**src/rtl/uart_rx_fifo.sv**
```systemverilog
// UART receiver with mid-bit sampling, false-start rejection and a receive FIFO.
// Optional parity checking is built when UART_RX_PARITY_EN is defined.
module uart_rx_fifo #(
  parameter int DATA_BITS  = 8,
  parameter int BAUD_DIV   = 2604,
  parameter int FIFO_DEPTH = 4
) (
  input  logic                 clk,
  input  logic                 rst_n,
  input  logic                 RX,
  input  logic                 clr_rdy,
  input  logic                 clr_err,
`ifdef UART_RX_PARITY_EN
  input  logic                 parity_odd,
  output logic                 par_err,
`endif
  output logic [DATA_BITS-1:0] rx_data,
  output logic                 rdy,
  output logic                 frm_err,
  output logic                 ovr_err,
  output logic                 busy
);

  localparam int CW = $clog2(BAUD_DIV);
  localparam int BW = $clog2(DATA_BITS);
  localparam int PW = $clog2(FIFO_DEPTH);
  localparam int NW = $clog2(FIFO_DEPTH + 1);

  // Loads are one less than the period so each state lasts exactly that many clks.
  localparam logic [CW-1:0] HALF_LOAD = CW'(BAUD_DIV / 2 - 1);
  localparam logic [CW-1:0] FULL_LOAD = CW'(BAUD_DIV - 1);
  localparam logic [BW-1:0] LAST_BIT  = BW'(DATA_BITS - 1);
  localparam logic [PW-1:0] LAST_PTR  = PW'(FIFO_DEPTH - 1);
  localparam logic [NW-1:0] FULL_CNT  = NW'(FIFO_DEPTH);

  typedef enum logic [2:0] {
    S_IDLE,
    S_START,
    S_DATA,
`ifdef UART_RX_PARITY_EN
    S_PARITY,
`endif
    S_STOP,
    S_BREAK
  } state_t;

  logic                 r_rx_meta;
  logic                 r_rx_sync;
  state_t               r_state;
  logic [CW-1:0]        r_baud_cnt;
  logic [BW-1:0]        r_bit_cnt;
  logic [DATA_BITS-1:0] r_shift;
  logic [DATA_BITS-1:0] r_mem [FIFO_DEPTH];
  logic [PW-1:0]        r_wr_ptr;
  logic [PW-1:0]        r_rd_ptr;
  logic [NW-1:0]        r_count;
  logic                 r_frm_err;
  logic                 r_ovr_err;

  logic w_tick;
  logic w_stop_tick;
  logic w_par_ok;
  logic w_push_req;
  logic w_frm_set;
  logic w_full;
  logic w_pop;
  logic w_push;
  logic w_ovr_set;

`ifdef UART_RX_PARITY_EN
  logic r_par_bad;
  logic r_par_err;
  logic w_par_mismatch;
  logic w_par_set;

  assign w_par_mismatch = ((^r_shift) ^ r_rx_sync) != parity_odd;
  assign w_par_set      = (r_state == S_PARITY) && w_tick && w_par_mismatch;
  assign w_par_ok       = !r_par_bad;
`else
  assign w_par_ok       = 1'b1;
`endif

  always_ff @(posedge clk or negedge rst_n) begin
    if (!rst_n) begin
      r_rx_meta <= 1'b1;
      r_rx_sync <= 1'b1;
    end else begin
      r_rx_meta <= RX;
      r_rx_sync <= r_rx_meta;
    end
  end

  assign w_tick      = (r_baud_cnt == '0);
  assign w_stop_tick = (r_state == S_STOP) && w_tick;
  assign w_push_req  = w_stop_tick && r_rx_sync && w_par_ok;
  assign w_frm_set   = w_stop_tick && !r_rx_sync;

  always_ff @(posedge clk or negedge rst_n) begin
    if (!rst_n) begin
      r_state    <= S_IDLE;
      r_baud_cnt <= '0;
      r_bit_cnt  <= '0;
      r_shift    <= '0;
`ifdef UART_RX_PARITY_EN
      r_par_bad  <= 1'b0;
`endif
    end else begin
      case (r_state)
        S_IDLE: begin
          if (!r_rx_sync) begin
            r_state    <= S_START;
            r_baud_cnt <= HALF_LOAD;
          end
        end
        S_START: begin
          if (!w_tick) begin
            r_baud_cnt <= r_baud_cnt - 1'b1;
          end else if (r_rx_sync) begin
            r_state <= S_IDLE;
          end else begin
            r_state    <= S_DATA;
            r_baud_cnt <= FULL_LOAD;
            r_bit_cnt  <= '0;
`ifdef UART_RX_PARITY_EN
            r_par_bad  <= 1'b0;
`endif
          end
        end
        S_DATA: begin
          if (!w_tick) begin
            r_baud_cnt <= r_baud_cnt - 1'b1;
          end else begin
            r_shift    <= {r_rx_sync, r_shift[DATA_BITS-1:1]};
            r_baud_cnt <= FULL_LOAD;
            if (r_bit_cnt == LAST_BIT) begin
`ifdef UART_RX_PARITY_EN
              r_state <= S_PARITY;
`else
              r_state <= S_STOP;
`endif
            end else begin
              r_bit_cnt <= r_bit_cnt + 1'b1;
            end
          end
        end
`ifdef UART_RX_PARITY_EN
        S_PARITY: begin
          if (!w_tick) begin
            r_baud_cnt <= r_baud_cnt - 1'b1;
          end else begin
            r_par_bad  <= w_par_mismatch;
            r_baud_cnt <= FULL_LOAD;
            r_state    <= S_STOP;
          end
        end
`endif
        S_STOP: begin
          if (!w_tick) begin
            r_baud_cnt <= r_baud_cnt - 1'b1;
          end else begin
            r_state <= r_rx_sync ? S_IDLE : S_BREAK;
          end
        end
        S_BREAK: begin
          if (r_rx_sync) r_state <= S_IDLE;
        end
        default: r_state <= S_IDLE;
      endcase
    end
  end

  // A full FIFO still accepts a word when a pop frees a slot in the same cycle.
  assign w_full    = (r_count == FULL_CNT);
  assign w_pop     = clr_rdy && (r_count != '0);
  assign w_push    = w_push_req && (!w_full || w_pop);
  assign w_ovr_set = w_push_req && w_full && !w_pop;

  always_ff @(posedge clk) begin
    if (w_push) r_mem[r_wr_ptr] <= r_shift;
  end

  always_ff @(posedge clk or negedge rst_n) begin
    if (!rst_n) begin
      r_wr_ptr <= '0;
      r_rd_ptr <= '0;
      r_count  <= '0;
    end else begin
      if (w_push) r_wr_ptr <= (r_wr_ptr == LAST_PTR) ? '0 : r_wr_ptr + 1'b1;
      if (w_pop)  r_rd_ptr <= (r_rd_ptr == LAST_PTR) ? '0 : r_rd_ptr + 1'b1;
      case ({w_push, w_pop})
        2'b10:   r_count <= r_count + 1'b1;
        2'b01:   r_count <= r_count - 1'b1;
        default: r_count <= r_count;
      endcase
    end
  end

  always_ff @(posedge clk or negedge rst_n) begin
    if (!rst_n) begin
      r_frm_err <= 1'b0;
      r_ovr_err <= 1'b0;
`ifdef UART_RX_PARITY_EN
      r_par_err <= 1'b0;
`endif
    end else begin
      r_frm_err <= w_frm_set | (r_frm_err & ~clr_err);
      r_ovr_err <= w_ovr_set | (r_ovr_err & ~clr_err);
`ifdef UART_RX_PARITY_EN
      r_par_err <= w_par_set | (r_par_err & ~clr_err);
`endif
    end
  end

  assign rx_data = r_mem[r_rd_ptr];
  assign rdy     = (r_count != '0);
  assign frm_err = r_frm_err;
  assign ovr_err = r_ovr_err;
  assign busy    = (r_state != S_IDLE);
`ifdef UART_RX_PARITY_EN
  assign par_err = r_par_err;
`endif

endmodule

```
**config.mk**
```make
export PLATFORM = sky130hd
export DESIGN_NAME = uart_rx_fifo
export DESIGN_NICKNAME = d
export VERILOG_FILES = /design/src/rtl/uart_rx_fifo.sv
export SDC_FILE = /design/constraint.sdc
export NUM_CORES = 1
export LEC_CHECK = 0
export CAP_MARGIN = 0
export CELL_PAD_IN_SITES_DETAIL_PLACEMENT = 0
export CELL_PAD_IN_SITES_GLOBAL_PLACEMENT = 2
export CORE_ASPECT_RATIO = 0.7
export CORE_MARGIN = 2
export CORE_UTILIZATION = 42
export CTS_CLUSTER_SIZE = 8
export DETAILED_ROUTE_END_ITERATION = 6
export PLACE_DENSITY_LB_ADDON = 0.1
export SYNTH_ARGS = -nofsm -noshare
export SYNTH_HDL_FRONTEND = slang
export SYNTH_SLANG_ARGS = --single-unit
```
**constraint.sdc**
```tcl
create_clock -name clk -period 2.5 [get_ports clk]
set_input_delay 0.25 -clock clk [delete_from_list [all_inputs] [get_ports clk]]
set_output_delay 0.25 -clock clk [all_outputs]
set_load 0.02 [all_outputs]
```
==> results.txt, run 1 <==
The flow ran to the end, and the final reports show no timing, DRC or antenna violations. The total area inside the core boundary comes to 0.00732 sq mm. Minimum period implied by the final worst setup slack: 2.28 ns. Synthesized netlist cell count: 241. The fraction of layout instances using a drive strength above 1 was 19.9%; the number of clock buffers inserted by TritonCTS was 9.

For this run, design rule violations remaining after detail routing come to 0. The fraction of registers with async set/reset was 53.6%. The mean instance size in the synthesized netlist was 13.2 sq um. Summed over all layers, the global routing overflow is 0. The run gives 0.230 ns as the worst setup timing slack at the placement stage. In the routed layout, each cell is associated on average with a via count of 5.41. The average routed wire per standard cell was 18.5 um; the critical-path maximum fanout was 8.

For the pin with the worst max-slew slack, the measured transition is 0.870 ns. Once the floorplan was initialized, standard cells occupied 43.4% of the core. 0 antenna diodes ended up in the layout. The tools report the final RePlAce weighted congestion as 0.810. The run gives 1838 as the via count of the first global-routing pass.

The register clock-pin slew on the reported worst setup and hold paths was 0.08 ns. Clock tree synthesis found a total of 69 sinks. Worst endpoint data arrival time: 2.28 ns. For the total number of H-tree levels, the log shows 3. Setup repair after global routing left no endpoint under its margin. Number of buffers inserted by port buffering: 16. Post-CTS repair changed the size of 0 cells.

The cell leakage power is 0.00160 uW, and the number of hold buffers added after cts is 0. Sequential cells were found to cover 59.5% of the synthesized design area. The Yosys step of the flow raised 0 warnings. In this run the tightest slew margin relative to its limit is 42.0%. Final worst-path cycle share: 91.0%. The library cell used most frequently in the layout, excluding fill and tap cells, is dfrtp_1.

The logs give 439 MHz for the highest attainable clock frequency and 105 for the number of DRC markers in iteration 0. The tools report the total nets after synthesis as 256. The die covers 0.00828 sq mm.

For the all-layer global routing usage, the log shows 18.2%. In the final design database the tool counted 282 nets. The detailed placer's ending HPWL was 4910 um. The tightest min-delay check is of the in -> async type.

After floorplanning, the core was divided into 26 placement rows. In this run the power density over the cells is 592 mW/mm^2. By startpoint and endpoint, the worst setup path is classified as reg -> reg. The longest clock path from root to sink contains 2 buffers. The slack of the worst reg-to-reg path is 0.22 ns. The worst setup path is launched from a flop. Die width: 108 um.

The first detailed-routing pass ran for 4 iterations. The synthesized design contains 32 enable-type register cells. The met1 track demand over resource is 31.6%, and the number of storage elements in the synthesis netlist is 69. The final non-filler cell total was 370. The post-CTS repair timing setup buffer count was 0; the global-route wire length before repair was 10800 um. In this run, placement finished with an instance count of 354. The final total negative setup slack is 0 ns.

STA puts the critical path data required time at 2.51 ns. The slowest stage of the critical path is the and2_1 cell. The die extent in y was 76.7 um. The worst setup path is captured at a flop.

VDD sags by at most 0.345 mV. Among the stages of the critical path, the cell type that occurs most often is and4_1. The cell area that synthesis handed to floorplanning was 0.00317 sq mm. The cell depth of the worst flop-to-flop path works out to 6. Top flip-flop cell by instance count after synthesis: dfrtp_1. For this design the top-level I/O count stands at 17. After global routing, the most crowded layer is met1. TritonCTS built the clock tree. Final max-slew violation count: 0. The tools report the utilization after layout as 50.6%. The delay of the slowest critical-path stage came out at 0.42 ns.

The top cell types in the final layout, fill and taps aside, are 35 x dfrtp_1, 32 x edfxtp_1, 17 x nand2_1, 15 x clkdlybuf4s50_1, 14 x o21ai_0. The met3 demand-to-capacity share in global routing is 8.25%, and the final hold violation count is 0. The tools report the clock root buffer master as clkbuf_8. After synthesis, the netlist uses 53 different library cells.

For met2 alone, demand over resource in global routing was 19.0%. For the pin count of the biggest net entering global routing, the log shows 38. The logs give 6840 um for the wire length after detailed routing and 0.00956 ns for the clock skew after layout. The layout overhead on the synthesized area was 16.6%; the final antenna-violating net count was 0.

Max-cap violations in this run came to 0. The final worst-path setup slack was 0.224 ns; the setup violation total in the final timing report was 0. At the later pin of the worst-skew pair, clock insertion delay measures 0.35 ns.

The via count was 2001. Traced cell by cell, the critical path runs through inv_1, ha_1, nor3b_2, and4_1, and4_1, and2_1. Initial antenna violation count: 0.
-- per-layer routing --
metal  wire [um]  part of all wire [%]
met1        3760                    55
met5           0                     0
met4          34                  0.50
met2        2450                    36
met3         592                   8.7
-- power breakdown --
group	leakage (uW)	internal [uW]	switching, uW	total (uW)
Clock	0.000112	553	429	982
Combinational	0.000655	7.11	16.8	23.9
Sequential	0.000836	1180	2.14	1180
-- worst paths after layout --
kind,from,to
worst max register to register,r_baud_cnt[0],r_mem[1][5]
worst min-delay path,rst_n,r_state[1]
max in group asynchronous,rst_n,r_wr_ptr[1]
worst min register to register,r_rx_meta,r_rx_sync
min in group clk,RX,r_rx_meta
worst max-delay path,r_baud_cnt[0],r_mem[1][5]
-- state kept, by name (all words and copies together), names as in the netlist --
name,flops
r_rd_ptr,2
ovr_err,1
r_count,3
r_rx_sync,1
r_mem,32
r_bit_cnt,3
r_rx_meta,1
r_wr_ptr,2
r_baud_cnt,12
r_state,3
frm_err,1
r_shift,8
-- cells by family after synthesis --
logic type | count (synthesis) | synth area share (%)
adders and majority gates | 10 | 4.18
buffers and inverters | 20 | 2.48
and+or+nand+nor | 68 | 12.3
muxes | 19 | 9.70
AOI/OAI and AO/OA | 52 | 11.0
xor gates and xnor gates | 3 | 0.828
DFF | 69 | 59.5
-- synth_stat cells, types with 6 or more instances --
library cell	instances	share of area, %
nor2_1	13	1.5
mux4_2	8	5.7
clkbuf_1	7	0.83
edfxtp_1	32	30
inv_1	9	1.1
a21oi_1	8	1.3
dfrtp_1	35	28
mux2_2	9	3.2
nor3_1	8	1.3
o21ai_0	14	2.2
nand2_1	17	2.0
or3_1	6	1.2
ha_1	9	3.5
-- area by class of cell --
class                      instances  area, sq um
fill                             640         3620
clock inverter                     4         52.6
timing repair buffer              26          230
clock buffer                      12          166
sequential                        69         1890
inverter                           9         33.8
tap                               98          123
multi-input combinational        152         1210
-- stage by stage --
stage | power [uW] | cell area (sq um) | hold WS [ns]
after detailed placement | 1230 | 3480 | 0.347
after floorplan | 1210 | 3170 | -0.0456
after global routing | 2270 | 3700 | 0.0690
after CTS | 2220 | 3700 | 0.0389
after global placement | 1230 | 3480 | 0.346
final | 2190 | 3700 | 0.0114
-- critical path: cells and delay by family (launching register included) --
kind | cells | cell delay, ns
adder cells (fa/ha/maj) | 1 | 0.16
buffers and inverters | 1 | 0.11
flip-flops | 1 | 0.38
AND/OR/NAND/NOR | 4 | 1.29
(Power assumes the default switching activity.)
==> inputs of run 2 (changes only) <==
--- a/config.mk
+++ b/config.mk
@@ -14,6 +14,7 @@
 export CTS_CLUSTER_SIZE = 8
 export DETAILED_ROUTE_END_ITERATION = 6
 export PLACE_DENSITY_LB_ADDON = 0.1
+export SKIP_CTS_REPAIR_TIMING = 1
 export SYNTH_ARGS = -nofsm -noshare
 export SYNTH_HDL_FRONTEND = slang
 export SYNTH_SLANG_ARGS = --single-unit
==> results of run 2 <==
Same layout as run 1: the final DEF is identical, and so are final timing and power.
==> inputs of run 3 (changes only) <==
--- a/config.mk
+++ b/config.mk
@@ -13,7 +13,7 @@
 export CORE_UTILIZATION = 42
 export CTS_CLUSTER_SIZE = 8
 export DETAILED_ROUTE_END_ITERATION = 6
-export PLACE_DENSITY_LB_ADDON = 0.1
+export PLACE_DENSITY = 0.88
 export SKIP_CTS_REPAIR_TIMING = 1
 export SYNTH_ARGS = -nofsm -noshare
 export SYNTH_HDL_FRONTEND = slang
==> constraint.sdc (replaced) <==
create_clock -name clk -period 2.18 [get_ports clk]
set_input_delay 0.218 -clock clk [delete_from_list [all_inputs] [get_ports clk]]
set_output_delay 0.218 -clock clk [all_outputs]
set_load 0.02 [all_outputs]
==> run 3 against run 2 <==
  * The run now ends with hold timing left
  * Critical path depth up 1
  * Clock-buffer cell count down 3
  * Combinational power increased by 9.2%
  * Sequential share of layout area decreased by 2.3 points
  * Setup slack got worse by 0.14 ns
  * Clock power up 14%
  * Highest routed layer unchanged
==> results.txt, run 3 (synthesis results as in run 1) <==
Clock share of power: 44.6% (-0.3 points). The starting density of the core was 43.4% (unchanged); the register clock-pin slew on the reported worst setup and hold paths was 0.07 ns (about the same). The run gives 0.00828 sq mm (unchanged) as the die outline area. The fraction of layout instances using a drive strength above 1 works out to 26.8% (+6.9 points). The run gives 6480 um (-5.2%) as the wire length after detailed routing. The largest registers in the layout are r_mem (32), r_baud_cnt (12), r_shift (8).

The slowest stage of the critical path is the fa_2 cell. TritonCTS built the clock tree. For the number of DRC violations after detailed routing, the log shows 0 (unchanged).

The beginning of the critical path was r_baud_cnt[0]. The endpoint required time on the critical path was 2.40 ns (-0.11 ns). For the final non-filler cell total, the log shows 382 (+3.2%). The slew at the pin closest to its max-slew limit is 0.855 ns (-0.0147 ns). Counting flops per register, the top entry is r_mem. The number of buffers and inverters on the critical path works out to 1 (unchanged).

The number of clock buffers inserted by TritonCTS was 9 (unchanged); the power per unit of standard cell area was 645 mW/mm^2 (+9.1%). Final worst-path cycle share: 96.1% (+5.0 points). The clock skew after layout was 0.00574 ns (-0.00381 ns).

The flow ran to the end, but the final reports show violations. Delay of the slowest critical-path stage: 0.41 ns (about the same). The signal on the critical path passes through inv_1, ha_1, nor3b_4, and4_4, a31oi_4, fa_2, mux2_1. Among cell families on the critical path, the largest total delay comes from simple AND/OR/NAND/NOR gates.

The cell internal power dissipation is 2000 uW (+15%). The logs give 0.0856 ns (-0.138 ns) for the final worst-path setup slack and 0.785 (-3.0%) for the final RePlAce weighted congestion. Most common cell after layout, fill and taps aside: dfrtp_1. The run gives -0.0629 ns (-0.293 ns) as the worst setup timing slack at the placement stage. The number of DRC markers in iteration 0 was 124 (+18%); the worst-case headroom to the max-slew limit was 43.0% (+0.98 points). The tools report the antenna cell count as 0 (unchanged).

The proportion of power drawn by flip-flops and latches is 54.3% (+0.2 points). The net switching power of the design came out at 499 uW (+11%). Maximum number of buffers from clock root to sink: 2 (unchanged). The final antenna-violating net count is 0 (unchanged), and the number of search-and-repair iterations in the first detailed-routing pass is 4 (unchanged).

The worst setup path is captured at a flop. The final max-slew violation count was 0 (unchanged). The tools report the reg-to-reg critical path startpoint as r_baud_cnt[0].

The run gives 3 (unchanged) as the total number of H-tree levels. The aggregate global routing overflow was 0 (unchanged). The number of fillers in the final layout is 624 (-2.5%), and the die extent in y is 76.7 um (unchanged).

The setup violation total in the final timing report is 0 (unchanged). The detailed placer's ending HPWL was 4670 um (-4.8%). The number of maximum-capacitance constraint violations came out at 0 (unchanged). The worst setup path is launched from a flop. The logs give 6 (+6) for the final hold violation count and 69 (unchanged) for the clock sink count.

The library cells used most frequently in the layout, excluding fill and tap cells, are 35 x dfrtp_1, 32 x edfxtp_1, 21 x buf_4, 17 x nand2_1, 14 x o21ai_0. The tightest min-delay check is of the in -> async type. The cell leakage power is 0.00181 uW (+13%).

The total length of routed met3 wires is 292 um (-51%), and the critical-path maximum fanout is 3 (-5). The routed via count divided by cell count was 5.41 (about the same). The number of buffers inserted by port buffering is 16 (unchanged), and the clock latency reported for the late side of the worst-skew pair is 0.33 ns (-0.02 ns). The via count was 2066 (+3.2%). The pin count of the biggest net entering global routing is 38 (unchanged). The amount of wire on met2 after detailed routing was 2710 um (+11%); the highest ir drop seen on vdd was 0.510 mV (+48%).

The combinational share of power came out at 1.0% (about the same). The critical path is of the reg -> reg type. The minimum period implied by the final worst setup slack was 2.09 ns (-0.182 ns).

The tools report the met1 wire length as 3420 um (-9.1%). The all-layer global routing usage is 17.2% (-1.1 points), and the top-level port count is 17 (unchanged). In this run the clock root is driven by a clkbuf_8. The number of flip-flops under the largest register name was 32 (unchanged).

The tools report the number of standard-cell rows in the floorplan as 26 (unchanged). For the highest attainable clock frequency, the log shows 477 MHz (+8.7%). The initial antenna violation count was 0 (unchanged); the average routed wire per standard cell was 17.0 um (-8.2%). Routed signal wires occupy layers up through met4. The die width came out at 108 um (unchanged). For the final net count, the log shows 294 (+4.3%). The checks that failed: hold timing. The layout overhead on the synthesized area came out at 22.1%.

The worst hold margin was -0.0114 ns (-0.0228 ns); the count of placed standard cells including taps was 365 (+3.1%). The via count of the first global-routing pass came out at 1987 (+8.1%). The placeable core region is 0.00732 sq mm (unchanged). For the global-route wire length before repair, the log shows 10700 um (-1.1%). The switching power as a share of total power came out at 20.0% (-0.50 points). The worst endpoint data arrival time is 2.31 ns (+0.03 ns).
==> run 3: stage by stage <==
step | TNS [ns] | utilization [%] | total power, uW | area, sq um | hold WS [ns]
3_5_place_dp | -1.25 | 48.9 | 1410 | 3580 | 0.350
3_3_place_gp | 0 | 48.9 | 1410 | 3580 | 0.356
2_1_floorplan | 0 | - | 1390 | 3170 | -0.0776
5_1_grt | -0.0158 | 52.9 | 2590 | 3870 | 0.0510
4_1_cts | -1.97 | 51.8 | 2530 | 3790 | 0.0100
6_report | 0 | 52.9 | 2500 | 3870 | -0.0114
==> run 3: layout make-up <==
type                    count  area (sq um)  share of cell area [%]
inverters                   9          33.8                   0.872
clock inverters             7          90.1                    2.32
multi-input cells         152          1260                    32.6
repair buffers             38           353                    9.11
flip-flops and latches     69          1890                    48.8
clock buffers               9           124                    3.20
well taps                  98           123                    3.16
==> run 3: path summary, 6_finish.rpt <==
kind | slack (ns) | to | cells after the start
hold / removal | -0.01 | r_baud_cnt[5] | 1
setup reg to reg | 0.09 | r_count[1] | 7
hold reg to reg | 0.36 | r_rx_sync | 0
setup / recovery | 0.09 | r_count[1] | 7
max in group asynchronous | 1.65 | r_rd_ptr[1] | 1
min in group clk | 0.29 | r_rx_meta | 1
==> run 3: metal layers <==
metal  vias up  global-route usage (%)
met4         0                    3.85
met2        39                    23.8
li1        990                       -
met1      1028                    27.1
met5         -                       0
met3         9                    4.42
==> run 3: power by group through the flow <==
stage | registers, uW | clock network, uW | logic (uW)
2_1_floorplan | 1380 | 0 | 5.63
3_3_place_gp | 1380 | 0 | 27.3
3_5_place_dp | 1380 | 0 | 27.4
4_1_cts | 1360 | 1140 | 27.4
5_1_grt | 1360 | 1200 | 30.4
6_report | 1360 | 1120 | 26.1
